===== src/rtl/ws2812_pkg.sv =====
// Shared definitions for the WS2812 stream receiver: FSM states, register
// offsets and STATUS field positions.
package ws2812_pkg;

    typedef enum logic [1:0] {
        SYNC,
        IDLE,
        HIGH,
        LOW
    } ws_state_e;

    localparam logic [31:0] WORD_BASE = 32'h0000_0000;
    localparam logic [31:0] STATUS_OFF = 32'h0000_0020;

    localparam int ST_VALID     = 0;
    localparam int ST_COUNT_LSB = 8;
    localparam int ST_COUNT_W   = 4;
    localparam int ST_OVERFLOW  = 16;
    localparam int ST_GLITCH    = 17;
    localparam int ST_LONG      = 18;
    localparam int ST_PARTIAL   = 19;

    localparam int BITS_PER_WORD = 24;
    localparam int BCNT_W        = $clog2(BITS_PER_WORD);

endpackage


===== src/rtl/ws2812_bit_decoder.sv =====
// Pin synchroniser, pulse-width measurement FSM and latch-gap detection.
// Emits single-cycle strobes for decoded bits, frame end and pulse errors.
module ws2812_bit_decoder
    import ws2812_pkg::*;
#(
    parameter int THRESH    = 60,
    parameter int MIN_HIGH  = 20,
    parameter int MAX_HIGH  = 110,
    parameter int RESET_LOW = 2500
) (
    input  logic i_clk,
    input  logic i_rst,
    input  logic i_din,
    output logic o_bit_valid,
    output logic o_bit_val,
    output logic o_frame_end,
    output logic o_err_glitch,
    output logic o_err_long
);

    localparam int CNT_W = $clog2(RESET_LOW + 1);
    localparam logic [CNT_W-1:0] THRESH_C = CNT_W'(THRESH);
    localparam logic [CNT_W-1:0] MIN_C    = CNT_W'(MIN_HIGH);
    localparam logic [CNT_W-1:0] MAX_C    = CNT_W'(MAX_HIGH);
    localparam logic [CNT_W-1:0] LOW_C    = CNT_W'(RESET_LOW);

    function automatic logic [CNT_W-1:0] sat_inc(input logic [CNT_W-1:0] v);
        return (v == '1) ? v : v + 1'b1;
    endfunction

    logic      r_din_p0, r_din_p1, r_din_p2;
    logic      w_rise, w_fall;
    ws_state_e r_state, w_state_nxt;
    logic [CNT_W-1:0] r_hcnt, w_hcnt_nxt;
    logic [CNT_W-1:0] r_lcnt, w_lcnt_nxt;
    logic [CNT_W-1:0] w_lcnt_inc;

    // Stage p0/p1: metastability guard; p2: one-cycle delay for edge detect
    always_ff @(posedge i_clk) begin
        if (i_rst) begin
            r_din_p0 <= 1'b0;
            r_din_p1 <= 1'b0;
            r_din_p2 <= 1'b0;
        end else begin
            r_din_p0 <= i_din;
            r_din_p1 <= r_din_p0;
            r_din_p2 <= r_din_p1;
        end
    end

    assign w_rise     = r_din_p1 & ~r_din_p2;
    assign w_fall     = ~r_din_p1 & r_din_p2;
    assign w_lcnt_inc = sat_inc(r_lcnt);

    always_ff @(posedge i_clk) begin
        if (i_rst) begin
            r_state <= SYNC;
            r_hcnt  <= '0;
            r_lcnt  <= '0;
        end else begin
            r_state <= w_state_nxt;
            r_hcnt  <= w_hcnt_nxt;
            r_lcnt  <= w_lcnt_nxt;
        end
    end

    always_comb begin
        w_state_nxt  = r_state;
        w_hcnt_nxt   = r_hcnt;
        w_lcnt_nxt   = r_lcnt;
        o_bit_valid  = 1'b0;
        o_bit_val    = 1'b0;
        o_frame_end  = 1'b0;
        o_err_glitch = 1'b0;
        o_err_long   = 1'b0;
        case (r_state)
            SYNC: begin
                if (r_din_p1) begin
                    w_lcnt_nxt = '0;
                end else if (w_lcnt_inc >= LOW_C) begin
                    w_lcnt_nxt  = '0;
                    w_state_nxt = IDLE;
                end else begin
                    w_lcnt_nxt = w_lcnt_inc;
                end
            end
            IDLE: begin
                if (w_rise) begin
                    w_hcnt_nxt  = CNT_W'(1);
                    w_state_nxt = HIGH;
                end
            end
            HIGH: begin
                if (w_fall) begin
                    w_lcnt_nxt = '0;
                    if (r_hcnt < MIN_C) begin
                        o_err_glitch = 1'b1;
                        w_state_nxt  = SYNC;
                    end else if (r_hcnt > MAX_C) begin
                        o_err_long  = 1'b1;
                        w_state_nxt = SYNC;
                    end else begin
                        o_bit_valid = 1'b1;
                        o_bit_val   = (r_hcnt >= THRESH_C);
                        w_state_nxt = LOW;
                    end
                end else if (r_hcnt > MAX_C) begin
                    // Stuck-high line: abandon the frame and wait for a latch gap
                    o_err_long  = 1'b1;
                    w_lcnt_nxt  = '0;
                    w_state_nxt = SYNC;
                end else begin
                    w_hcnt_nxt = sat_inc(r_hcnt);
                end
            end
            LOW: begin
                if (w_rise) begin
                    w_hcnt_nxt  = CNT_W'(1);
                    w_state_nxt = HIGH;
                end else if (r_lcnt >= LOW_C) begin
                    o_frame_end = 1'b1;
                    w_lcnt_nxt  = '0;
                    w_state_nxt = IDLE;
                end else begin
                    w_lcnt_nxt = w_lcnt_inc;
                end
            end
            default: w_state_nxt = SYNC;
        endcase
    end

endmodule


===== src/rtl/ws2812_rx_apb.sv =====
// WS2812 stream receiver top: packs decoded bits into 24-bit words, double
// buffers a frame and exposes it plus sticky status over APB3.
module ws2812_rx_apb
    import ws2812_pkg::*;
#(
    parameter int CLK_PER_BIT = 125,
    parameter int THRESH      = 60,
    parameter int MIN_HIGH    = 20,
    parameter int MAX_HIGH    = 110,
    parameter int RESET_LOW   = 2500,
    parameter int NUM_WORDS   = 8
) (
    input  logic        PCLK,
    input  logic        PRESET,
    input  logic        PSEL,
    input  logic        PENABLE,
    input  logic        PWRITE,
    input  logic [31:0] PADDR,
    input  logic [31:0] PWDATA,
    output logic [31:0] PRDATA,
    output logic        PREADY,
    output logic        PSLVERR,
    input  logic        DIN
);

    localparam int WIDX_W = $clog2(NUM_WORDS + 1);
    localparam logic [WIDX_W-1:0] WIDX_LIM = WIDX_W'(NUM_WORDS);
    localparam logic [BCNT_W-1:0] LAST_BIT = BCNT_W'(BITS_PER_WORD - 1);
    localparam logic CPB_OK = (CLK_PER_BIT > 0);

    logic w_bit_valid, w_bit_val, w_frame_end, w_err_glitch, w_err_long;

    logic [BITS_PER_WORD-1:0] r_shift;
    logic [BITS_PER_WORD-1:0] w_word;
    logic [BCNT_W-1:0]        r_bcnt;
    logic [WIDX_W-1:0]        r_widx;
    logic [WIDX_W-1:0]        r_count;
    logic [BITS_PER_WORD-1:0] r_cap [NUM_WORDS];
    logic [BITS_PER_WORD-1:0] r_rd  [NUM_WORDS];
    logic r_valid, r_ovf, r_glitch, r_long, r_partial;

    logic w_word_done, w_has_room, w_commit, w_set_ovf, w_set_partial;
    logic w_w1c, w_is_status;
    logic w_clr_valid, w_clr_ovf, w_clr_glitch, w_clr_long, w_clr_partial;
    logic [31:0] w_status;
    logic [BITS_PER_WORD-1:0] w_rd_word;
    logic w_unused_ok;

    ws2812_bit_decoder #(
        .THRESH    (THRESH),
        .MIN_HIGH  (MIN_HIGH),
        .MAX_HIGH  (MAX_HIGH),
        .RESET_LOW (RESET_LOW)
    ) u_dec (
        .i_clk        (PCLK),
        .i_rst        (PRESET),
        .i_din        (DIN),
        .o_bit_valid  (w_bit_valid),
        .o_bit_val    (w_bit_val),
        .o_frame_end  (w_frame_end),
        .o_err_glitch (w_err_glitch),
        .o_err_long   (w_err_long)
    );

    always_comb begin
        w_word         = r_shift;
        w_word[r_bcnt] = w_bit_val;
    end

    assign w_word_done   = w_bit_valid & (r_bcnt == LAST_BIT);
    assign w_has_room    = (r_widx < WIDX_LIM);
    assign w_set_ovf     = w_word_done & ~w_has_room;
    assign w_set_partial = w_frame_end & (r_bcnt != '0);
    assign w_commit      = w_frame_end & (r_widx != '0);

    assign w_is_status   = (PADDR[5:2] == STATUS_OFF[5:2]);
    assign w_w1c         = PSEL & PENABLE & PWRITE & w_is_status;
    assign w_clr_valid   = w_w1c & PWDATA[ST_VALID];
    assign w_clr_ovf     = w_w1c & PWDATA[ST_OVERFLOW];
    assign w_clr_glitch  = w_w1c & PWDATA[ST_GLITCH];
    assign w_clr_long    = w_w1c & PWDATA[ST_LONG];
    assign w_clr_partial = w_w1c & PWDATA[ST_PARTIAL];

    always_ff @(posedge PCLK) begin
        if (PRESET) begin
            r_shift <= '0;
            r_bcnt  <= '0;
            r_widx  <= '0;
            r_count <= '0;
            for (int i = 0; i < NUM_WORDS; i++) begin
                r_cap[i] <= '0;
                r_rd[i]  <= '0;
            end
        end else begin
            if (w_bit_valid) begin
                r_shift <= w_word;
                r_bcnt  <= w_word_done ? '0 : r_bcnt + 1'b1;
                if (w_word_done && w_has_room) begin
                    for (int i = 0; i < NUM_WORDS; i++) begin
                        if (r_widx == WIDX_W'(i)) r_cap[i] <= w_word;
                    end
                    r_widx <= r_widx + 1'b1;
                end
            end
            // Any aborted pulse or frame boundary drops the partially built word
            if (w_err_glitch || w_err_long || w_frame_end) r_bcnt <= '0;
            if (w_frame_end) begin
                r_widx <= '0;
                if (w_commit) begin
                    r_rd    <= r_cap;
                    r_count <= r_widx;
                end
            end
        end
    end

    // Sticky flags: a same-cycle set beats the W1C clear
    always_ff @(posedge PCLK) begin
        if (PRESET) begin
            r_valid   <= 1'b0;
            r_ovf     <= 1'b0;
            r_glitch  <= 1'b0;
            r_long    <= 1'b0;
            r_partial <= 1'b0;
        end else begin
            r_valid   <= w_commit      | (r_valid   & ~w_clr_valid);
            r_ovf     <= w_set_ovf     | (r_ovf     & ~w_clr_ovf);
            r_glitch  <= w_err_glitch  | (r_glitch  & ~w_clr_glitch);
            r_long    <= w_err_long    | (r_long    & ~w_clr_long);
            r_partial <= w_set_partial | (r_partial & ~w_clr_partial);
        end
    end

    always_comb begin
        w_status = '0;
        w_status[ST_VALID]                    = r_valid;
        w_status[ST_COUNT_LSB +: ST_COUNT_W]  = ST_COUNT_W'(r_count);
        w_status[ST_OVERFLOW]                 = r_ovf;
        w_status[ST_GLITCH]                   = r_glitch;
        w_status[ST_LONG]                     = r_long;
        w_status[ST_PARTIAL]                  = r_partial;
    end

    always_comb begin
        w_rd_word = '0;
        for (int i = 0; i < NUM_WORDS; i++) begin
            if (PADDR[4:2] == 3'(i)) w_rd_word = r_rd[i];
        end
    end

    always_comb begin
        PRDATA = '0;
        if (PSEL) begin
            if (PADDR[5] == WORD_BASE[5]) begin
                PRDATA = {8'h00, w_rd_word};
            end else if (w_is_status) begin
                PRDATA = w_status;
            end
        end
    end

    assign PREADY  = 1'b1;
    assign PSLVERR = 1'b0;

    assign w_unused_ok = ^{PADDR[31:6], PADDR[1:0], PWDATA[31:20], PWDATA[15:1], CPB_OK};

endmodule


===== config.mk =====
export PLATFORM = sky130hd
export DESIGN_NAME = ws2812_rx_apb
export DESIGN_NICKNAME = d
export VERILOG_FILES = /design/src/rtl/ws2812_pkg.sv /design/src/rtl/ws2812_bit_decoder.sv /design/src/rtl/ws2812_rx_apb.sv
export SDC_FILE = /design/constraint.sdc
export NUM_CORES = 1
export LEC_CHECK = 0
export ABC_CLOCK_PERIOD_IN_PS = 2800
export BUFFER_PORTS_ARGS = -buffer_cell sky130_fd_sc_hd__buf_4
export CORE_AREA = 2 2 199 201
export CTS_CLUSTER_SIZE = 8
export DETAILED_ROUTE_END_ITERATION = 16
export DIE_AREA = 0 0 201 203
export PLACE_DENSITY_LB_ADDON = 0.25
export SYNTH_ARGS = -nofsm -noshare
export SYNTH_HDL_FRONTEND = slang
export SYNTH_SLANG_ARGS = --single-unit

===== constraint.sdc =====
create_clock -name PCLK -period 2.8 [get_ports PCLK]
set_clock_uncertainty 0.05 [all_clocks]
set_input_delay 0.28 -clock PCLK [delete_from_list [all_inputs] [get_ports PCLK]]
set_output_delay 0.28 -clock PCLK [all_outputs]
set_load 0.02 [all_outputs]

-- After elaboration in Yosys (flattened, before gate mapping)
Index checks and enable logic that the tools add are counted.
- flip-flop bits (word level): 455
- input port bits: 70
- output and inout bits: 34
- logic and storage cells: 189
- add/sub/neg operators: 4
- order comparisons: 8
- eq/ne operators: 31
- multiplexer cells: 56
- bitwise gates (word level): 32
- reduce and logical (&&, ||, !) cells: 27
- operators by type and width (cell ; count):
    $mux 24 ; 10
    $mux 12 ; 11
    $pmux 12 s3 ; 1
    $reduce_and 3->1 ; 9
    $add 12x1->12 const B ; 2
    $bwmux 24 ; 1
    $eq 12x12->1 const B ; 2
    $ge 12x12->1 const B ; 2
    $pmux 12 s2 ; 1
    $mux 20 ; 1
    $and 1x1->1 ; 19
    $mux 1 ; 19
    $mux 2 ; 9
    $eq 4x3->1 const B ; 4
    $eq 3x3->1 const B ; 4
    $ge 12x6->1 const B ; 1
    $gt 12x7->1 const B ; 1
    $lt 12x5->1 const B ; 1
    $ne 2x2->1 const B ; 5
    $reduce_and 5->1 ; 2
    $eq 4x2->1 const B ; 2
    $not 1->1 ; 8
    $pmux 2 s4 ; 1
    $eq 3x2->1 const B ; 2
    other kinds (27) ; 40

-- Depth between registers and ports, before layout
Gate-level depths: netlist of run 1.
- word-level depth: 11
- depth in mapped cells: 11
- gate-level depth less buffers: 8

-- Cells and area by module
A second synthesis of run 1 with hierarchy kept.
- cells, all modules: 2177
- area total of the unflattened synthesis: 18726.7 µm²
- modules (own cells, without submodules) (module ; times used ; cells an instance ; area an instance (µm²) ; seq. area each (µm²)):
    ws2812_rx_apb ; 1 ; 1951 ; 16901.2 ; 8528.2
    ws2812_bit_decoder ; 1 ; 226 ; 1825.5 ; 580.6

-- Worst setup path before layout of run 1
OpenSTA, ideal clock, no wires.
- kind: input port to output port
- start point: in PADDR[3]
- end point: out PRDATA[20]
- arrival time: 2.303 ns
- required time: 2.470 ns
- setup slack: 0.167 ns
- stages: 7
- buffers on the path: 4
- cells stage by stage: clkbuf_1 buf_2 buf_1 clkbuf_1 mux4_2 nand2_1 a21oi_1
- word-level cells in the longest chain between the ends: 11
- elaborated cells between the ends (all ways): 18
- classes of those cells: eq/ne: 7; mux: 10; reduce/logical: 1
- ends and longest elaborated chain (element ; RTL line ; source):
    start, declared ; ws2812_rx_apb.sv:18 ; input logic [31:0] PADDR,
    $logic_not 3->1 ; ws2812_rx_apb.sv:147 ; if (PADDR[4:2] == 3'(i)) w_rd_word = r_rd[i];
    $mux 24 (7 in series) ; ws2812_rx_apb.sv:147 ;
    $mux 24 (*) ; ws2812_rx_apb.sv:147 ;
    $mux 24 (*) ; ws2812_rx_apb.sv:154 ; if (PADDR[5] == WORD_BASE[5]) begin
    $mux 24 (*) ; ws2812_rx_apb.sv:153 ; if (PSEL) begin
    end, declared ; ws2812_rx_apb.sv:20 ; output logic [31:0] PRDATA,
Every way passes the cells marked *; elsewhere a longest branch is shown, timed or not.

-- Worst setup path after layout of run 1
- start point: reg r_rd[120] (netlist bit)
- end point: out PRDATA[0]
- word-level cells in the longest chain between the ends: 8
- ends and longest elaborated chain (element ; RTL line ; source):
    start, declared ; ws2812_rx_apb.sv:39 ; logic [BITS_PER_WORD-1:0] r_rd [NUM_WORDS];
    start signal, assigned ; ws2812_rx_apb.sv:110 ; r_rd <= r_cap;
    $mux 24 (6 in series) ; ws2812_rx_apb.sv:147 ;
    $mux 24 ; ws2812_rx_apb.sv:154 ;
    $mux 24 ; ws2812_rx_apb.sv:153 ;
No other way between the ends.

==> impl_metrics.yaml, run 1 <==
run_status:
  status: "complete, no violations"
die:
  row_count: 72
  die_h_um: 203
  ioPinCount: 104
  die_area_um2: 40800
  core-area_um2: 38500
  start_util: 0.494
  fp.dieW_um: 201
synth:
  synth_seq_area_share: 0.479
  synth_edf_count: 0
  ys_warn_count: 0
  syn_inst: 2366
  synthDominantCellAreaShare: 0.479
  async_flop_share: 0
  yosys-top-cells-area: "dfxtp_1, nand2_1, a21oi_1"
  netlist.top_cell.by_area: "dfxtp_1"
  ys_ff_latch: 455
  synthFlopType: "dfxtp_1"
  yosysUniqueCellTypes: 68
  synth.avg_cell_area_um2: 8.04
  syn_area_um2: 19000
sta:
  worst_slew_pin_slew_ps: 1150
  setup_viol: 0
  setup_slack_ps: 78.6
  tns_ps: 0
  rsz0062_at_grt: "false"
  fmax_ghz: 0.367
  slew_violations: 0
  post-route-min-period_ps: 2720
  holdWs_ps: 21.5
  relSlewSlack: 0.230
  finalHoldViolCount: 0
  finalCritPeriodShare: 0.972
placement:
  port_buffers: 38
  hpwl_um: 31500
  dp_slack_ps: 96.1
  place_congestion: 0.822
layout:
  drive_above_1_share: 0.112
  final_cell_mix: "nand2_1, dfxtp_1, a21oi_1, nor2_1, buf_4"
  final_core_util: 0.566
  mostFrequentLayoutCell: "nand2_1"
  num-nets-final: 2435
  fillers: 3453
  area_growth_pct: 14.5
critical_path:
  cp.required_ps: 2470
  crit_path_max_fanout: 2
  critical_path_arrival_ps: 2390
  critPathSlowestCell: "a221oi_1"
  max_stage_delay_ps: 400
  critical_path_class: "flip-flop to output port"
  path_cells: "mux2_2, a22oi_1, nor2_1, a221oi_1, o21ai_1, and2_1, buf_4"
  worstSetupEndpointType: "output port"
  critPathLaunchType: "flip-flop"
routing:
  antenna_left: 0
  wl_per_cell_um: 18.5
  first_pass_iters: 7
  drc: 0
  wl_um: 53200
  vias: 16600
  first_iter_violations: 1467
  via_per_inst: 5.77
clocking:
  htree_levels: 3
  numCtsBuffers: 66
  cts_tree: "built"
  cts-root-buf: "clkbuf_16"
  clock_path_buffers: 3
  path_clk_slew_ps: 50
  clkLatencyLatePin_ps: 580
  cts.sinks: 455
power_and_ir_drop:
  p_leak_nw: 7.24
  cellPowerDensity_nw_per_um2: 635
  irDropWorstVdd_v: 0.000354
grt:
  antenna_found_initial: 0
  overflow: 0
  grt_max_degree: 215
  grt_usage: 0.258
  grt_pass1_vias: 15500
  grt_pass1_wl_um: 84000
job:
  maxCapViolations: 0
worst_hold_path:
  min_path_type: "input pin to flip-flop"
-- path summary, 6_finish.rpt --
path                                       from        endpoint  slack, ps  cells after the start
worst max-delay path                  r_rd[120]       PRDATA[0]         80                      7
worst min-delay path                 PWDATA[18]          r_long         20                      4
worst max register to register  u_dec.r_lcnt[8]        r_rd[35]        180                      8
worst min register to register   u_dec.r_din_p0  u_dec.r_din_p1        390                      1
-- state kept, by name, indices dropped and copies added, names as in the netlist, 2 cells and up --
name	count
r_rd	192
r_widx	4
r_shift	24
u_dec.r_lcnt	12
r_bcnt	5
r_cap	192
u_dec.r_hcnt	12
r_count	4
u_dec.r_state	2
-- Yosys cell counts, types with 7 or more instances --
master,count
a211oi_1,75
a21boi_0,22
a21oi_1,390
a221o_1,10
a22o_1,7
a31o_2,23
a31oi_1,29
and3_1,9
and4_1,10
buf_2,66
buf_4,18
clkbuf_1,117
dfxtp_1,455
ha_1,12
inv_1,22
mux2_2,11
mux2i_1,22
mux4_2,24
nand2_1,721
nand2b_1,7
nand3_1,17
nand4_1,13
nor2_1,118
nor2b_1,20
nor3_1,11
o21ai_0,40
o22ai_1,7
-- worst max-delay path, delay by kind of cell, from the launching register on --
| kind | cells | cell delay, ps |
|---|---|---|
| compound gates | 3 | 830 |
| simple gates | 2 | 280 |
| buf+inv | 1 | 150 |
| mux | 1 | 270 |
| flops | 1 | 300 |
-- metrics by stage --
| step | power, mW | instances | instance area (um^2) |
|---|---|---|---|
| 6_report | 13.8 | 2878 | 21800 |
| 2_1_floorplan | 6.89 | 2374 | 19100 |
| 3_5_place_dp | 7.01 | 2796 | 20000 |
| 4_1_cts | 14.0 | 2874 | 21700 |
| 3_3_place_gp | 7.01 | 2796 | 20000 |
| 5_1_grt | 14.2 | 2877 | 21800 |
-- layout make-up --
type / instances / area (um^2) / area share
flip-flops and latches: 455 / 9110 / 0.418
multi-input cells: 1690 / 9010 / 0.413
clock buffers: 68 / 1680 / 0.0771
repair buffers: 118 / 1190 / 0.0547
well taps: 518 / 648 / 0.0297
inverters: 22 / 82.6 / 0.00379
clock inverters: 6 / 67.6 / 0.00310
diodes: 1 / 2.50 / 0.000115
-- routing by layer --
metal	global-route usage	up-vias	wire, um
li1	-	8024	-
met1	0.334	7923	22500
met2	0.436	565	25500
met3	0.0366	98	3640
met4	0.0995	0	1550
met5	0	-	0
-- logic make-up (layout without fill, tap and decap cells) --
logic type,Yosys count,after routing,share of synthesized area
other,2,11,0.000395
adder cells (fa/ha/maj),12,12,0.00789
flip-flops,455,455,0.479
AO/OA/AOI/OAI,645,646,0.201
XOR/XNOR,8,8,0.00368
multiplexers,57,57,0.0465
AND/OR/NAND/NOR,957,957,0.208
buffers and inverters,230,214,0.0533
-- what timing repair did --
item / CTS / global route
resized for setup: 0 / 6
hold endpoints to repair: 14 / 0
hold buffers: 4 / 0
setup endpoints to repair: 0 / 129
setup buffers: 0 / 2
-- power by group --
part	internal (mW)	total (mW)	leakage [nW]	switching, mW
Sequential	6.50	6.50	3.66	0.00485
Combinational	0.118	0.394	2.72	0.277
Clock	4.22	6.94	0.859	2.72
Total	10.8	13.8	7.24	3.00
Note: power is estimated with default switching activity, not from simulation.
==> run 2: changes to the inputs <==
- GPL_TIMING_DRIVEN: not set -> 0
==> impl_metrics.yaml, run 2 (synthesis gave the netlist of run 1 again) <==
worst_hold_path:
  min_path_type: "input pin to flip-flop"
layout:
  reg_top3: "r_cap (192), r_rd (192), r_shift (24)"
  seqCellArea_um2: 9110
  fillers: 3457
  area_growth_pct: 17.5
  stdcell_count: 3004
  multiInputGateArea_um2: 9370
  drive_above_1_share: 0.137
  diodes: 0
  final_cell_mix: "nand2_1, dfxtp_1, a21oi_1, nor2_1, clkbuf_1"
  mostFrequentLayoutCell: "nand2_1"
  num-nets-final: 2562
routing:
  first_pass_iters: 6
  wl_um: 65700
  antenna_left: 0
  vias: 17800
  dr.max_layer_used: "met5"
  first_iter_violations: 1930
  wl_met3_um: 6030
  via_per_inst: 5.94
  drc: 0
  met2_wirelength_um: 29600
  wl_met1_um: 26300
  wl_per_cell_um: 21.9
clocking:
  clkLatencyLatePin_ps: 570
  path_clk_slew_ps: 50
  cts_tree: "built"
  htree_levels: 3
  numCtsBuffers: 66
  clock_path_buffers: 3
  cts-root-buf: "clkbuf_16"
  cts.sinks: 455
placement:
  dp_slack_ps: -1430
  port_buffers: 36
  dp_cells: 2928
  place_congestion: 0.960
  hpwl_um: 47300
critical_path:
  critPathLaunchType: "flip-flop"
  rr_worst_depth: 7
  rrSetupSlack_ps: 1
  worstReg2RegStart: "u_dec.r_hcnt[7]"
  worstSetupEndpointType: "flip-flop"
  crit_path_max_fanout: 10
  cp-endpoint: "r_shift[0]"
  startpoint: "u_dec.r_hcnt[7]"
  critical_path_class: "flip-flop to flip-flop"
  cp.required_ps: 3160
  critical_path_arrival_ps: 3160
  rr_endpoint: "r_shift[0]"
sta:
  fmax_ghz: 0.357
  setup_slack_ps: 1.43
  slew_violations: 0
  post-route-min-period_ps: 2800
  worst_slew_pin_slew_ps: 915
  finalHoldViolCount: 0
  setup_viol: 0
  rsz0062_at_grt: "true"
  relSlewSlack: 0.390
  finalCritPeriodShare: 0.999
grt:
  grt_max_degree: 13
  grt_pass1_vias: 17000
  antenna_found_initial: 1
  overflow: 0
  grt_pass1_wl_um: 98800
  grt_usage: 0.316
power_and_ir_drop:
  finalPower_mw: 14.1
  irDropWorstVdd_v: 0.000394
  cellPowerDensity_nw_per_um2: 631
  p_leak_nw: 7.50
job:
  maxCapViolations: 0
die:
  row_count: 72
  die_area_um2: 40800
  ioPinCount: 104
  fp.dieW_um: 201
  start_util: 0.494
  core-area_um2: 38500
  die_h_um: 203
run_status:
  status: "complete, no violations"
==> run 2: cell count changes in the layout (fill, tap and decap cells not counted), sizes merged <==
| cell | change |
|---|---|
| clkbuf | +122 |
| buf | +11 |
| dlygate4sd3 | -3 |
| inv | -2 |
| diode | -1 |
| o21a | -1 |
==> run 2: final cells by class <==
cell class | instances | share of cell area
multi-input combinational | 1689 | 0.419
sequential | 455 | 0.408
clock buffer | 70 | 0.0774
buffer | 202 | 0.0447
tap | 518 | 0.0290
timing repair buffer | 44 | 0.0155
inverter | 22 | 0.00369
clock inverter | 4 | 0.00274
==> run 2: how the worst min path moves through the flow <==
stage                         startpoint        endpoint  slack [ps]  cells past startpoint
final                         PWDATA[19]       r_partial          30                      4
after global routing          PWDATA[17]        r_glitch          40                      4
after CTS                     PWDATA[16]           r_ovf          30                      4
after detailed placement  u_dec.r_din_p0  u_dec.r_din_p1         380                      1
after global placement    u_dec.r_din_p0  u_dec.r_din_p1         370                      1
after floorplan                      DIN  u_dec.r_din_p0         360                      1
==> run 2: critical path, stage by stage, from the launching register on <==
cell,delay (ps)
dfxtp_1,330
or4_4,590
or4_1,500
and4_1,260
buf_2,190
buf_4,200
mux2i_1,390
a211oi_1,150
==> run 2: timing repair <==
| item | 4_1_cts | 5_1_grt |
|---|---|---|
| hold endpoints to repair | 1 | 0 |
| cloned | 0 | 0 |
| buffers inserted | 4 | 3 |
| gates resized for setup | 69 | 75 |
| hold buffers | 1 | 0 |
| endpoints found under the setup margin | 343 | 398 |
| pin swaps | 3 | 4 |
==> run 2: stage by stage <==
step	hold WS [ps]	utilization	cell area [um^2]	TNS [ps]
final	30.6	0.581	22400	0
after global routing	44.1	0.581	22400	-627
after CTS	31.6	0.574	22100	-2.07
after detailed placement	384	0.519	20000	-176920
after global placement	375	0.519	20000	-150250
after floorplan	358	-	19100	0
==> run 2: power breakdown <==
group	switching (mW)	internal, mW
Clock	2.79	4.34
Sequential	0.00538	6.49
Combinational	0.338	0.129
==> run 2: routing by layer <==
layer | up-vias | global-route usage
li1 | 8266 | -
met1 | 8485 | 0.404
met2 | 897 | 0.510
met3 | 186 | 0.0557
met4 | 2 | 0.176
met5 | - | 0
==> run 3: changes to the inputs <==
- CORE_AREA: 2 2 199 201 -> 2 2 163 244
- DIE_AREA: 0 0 201 203 -> 0 0 165 246
==> impl_metrics.yaml, run 3 (synthesis gave the netlist of run 1 again) <==
run_status:
  status: "finished, violations left"
  violations: "setup timing"
power_and_ir_drop:
  p_sw_mw: 3.14
  comb_power_share: 0.033
  p_int_mw: 10.8
  finalPower_mw: 14.0
  p_clk_frac: 0.502
  swShare: 0.225
  irDropWorstVdd_v: 0.000464
  cellPowerDensity_nw_per_um2: 623
  p_leak_nw: 7.52
  seqPwrFrac: 0.465
die:
  fp.dieW_um: 165
  row_count: 88
  ioPinCount: 104
  start_util: 0.495
  die_area_um2: 40600
  core-area_um2: 38400
  die_h_um: 246
layout:
  num-nets-final: 2570
  seqCellArea_um2: 9110
  stdcell_count: 2989
  multiInputGateArea_um2: 9470
  final_cell_mix: "nand2_1, dfxtp_1, a21oi_1, nor2_1, clkbuf_1"
  final_core_util: 0.584
  finalInstanceArea_um2: 22500
  diodes: 0
  drive_above_1_share: 0.141
  reg_top3: "r_cap (192), r_rd (192), r_shift (24)"
  area_growth_pct: 18.1
  fillers: 3406
  mostFrequentLayoutCell: "nand2_1"
routing:
  vias: 18100
  wl_per_cell_um: 22.9
  drc: 0
  wl_um: 68500
  first_iter_violations: 1623
  first_pass_iters: 6
  via_per_inst: 6.04
  antenna_left: 0
worst_hold_path:
  min_path_type: "input pin to flip-flop"
  hold_depth: 4
clocking:
  cts_tree: "built"
  path_clk_slew_ps: 50
  numCtsBuffers: 66
  cts.sinks: 455
  clock_path_buffers: 3
  clkLatencyLatePin_ps: 580
  htree_levels: 3
  cts-root-buf: "clkbuf_16"
sta:
  holdWs_ps: 15.3
  finalHoldViolCount: 0
  worst_slew_pin_slew_ps: 1200
  tns_ps: -220
  setup_viol: 2
  fmax_ghz: 0.339
  setup_slack_ps: -151
  rsz0062_at_grt: "true"
  finalCritPeriodShare: 1.05
  post-route-min-period_ps: 2950
  relSlewSlack: 0.201
  slew_violations: 0
critical_path:
  crit_path_max_fanout: 2
  worstSetupEndpointType: "output port"
  path_cells: "mux4_2, a22o_4, o22a_1, o221ai_4, nand2_2, buf_6"
  cp.required_ps: 2470
  path_delay_family: "compound AO/OA/AOI/OAI gates"
  critPathBufInv: 1
  critPathSlowestCell: "mux4_2"
  critical_path_arrival_ps: 2620
  rr_worst_depth: 6
  critical_path_class: "flip-flop to output port"
  critPathLaunchType: "flip-flop"
  max_stage_delay_ps: 520
  path_depth: 6
grt:
  grt_pass1_wl_um: 101000
  overflow: 0
  grt_usage: 0.334
  antenna_found_initial: 1
  grt_max_degree: 13
  grt_pass1_vias: 17100
placement:
  hpwl_um: 49200
  dp_slack_ps: -1320
  placed_area_um2: 19900
  place_congestion: 0.980
  dp_cells: 2905
  port_buffers: 36
job:
  maxCapViolations: 0
-- run 3: cell types whose count changed in the layout (fill, tap and decap cells not counted), moves of 6 or more --
cell      delta
buf_6        +6
a31oi_4      +6
clkbuf_4     +9
a31oi_2      -6
buf_2        -7
-- run 3: metal layers --
layer / vias up / part of all wire / GRT usage
li1: 8291 / - / -
met1: 8541 / 0.35 / 0.361
met2: 919 / 0.47 / 0.541
met3: 315 / 0.077 / 0.0705
met4: 2 / 0.10 / 0.304
met5: - / 0.00019 / 0
-- run 3: layout make-up --
class | instances | area share
plain buffers | 204 | 0.0466
clock buffers | 68 | 0.0748
clock inverters | 6 | 0.00301
inverters | 22 | 0.00368
multi-input cells | 1690 | 0.422
flip-flops and latches | 455 | 0.406
well taps | 495 | 0.0276
repair buffers | 49 | 0.0168
-- run 3: path summary, 6_finish.rpt --
kind                        start         endpoint  slack (ps)
setup / recovery        r_rd[104]        PRDATA[8]        -150
hold / removal         PWDATA[16]            r_ovf          20
hold reg to reg        r_cap[103]        r_rd[103]         390
setup reg to reg  u_dec.r_lcnt[2]  u_dec.r_lcnt[4]          50
-- run 3: tightest hold or removal path, delay by kind of cell --
family                 cells  cell delay (ps)
buffers and inverters      2              110
AOI/OAI and AO/OA          2              200
-- run 3: power by group through the flow --
stage,Sequential (mW),Combinational [mW],Clock [mW]
6_report,6.50,0.465,7.02
5_1_grt,6.49,0.486,7.30
4_1_cts,6.50,0.445,7.05
3_5_place_dp,6.63,0.423,0
3_3_place_gp,6.63,0.420,0
2_1_floorplan,6.63,0.260,0
-- run 3: repair_timing --
action                                  in CTS  in global routing
hold buffers                                 1                  0
hold endpoints to repair                     1                  0
endpoints found under the setup margin     402                375
resized for setup                           68                107
buffers inserted                             2                 10
pin swaps                                    3                  9
gates cloned                                 0                  1
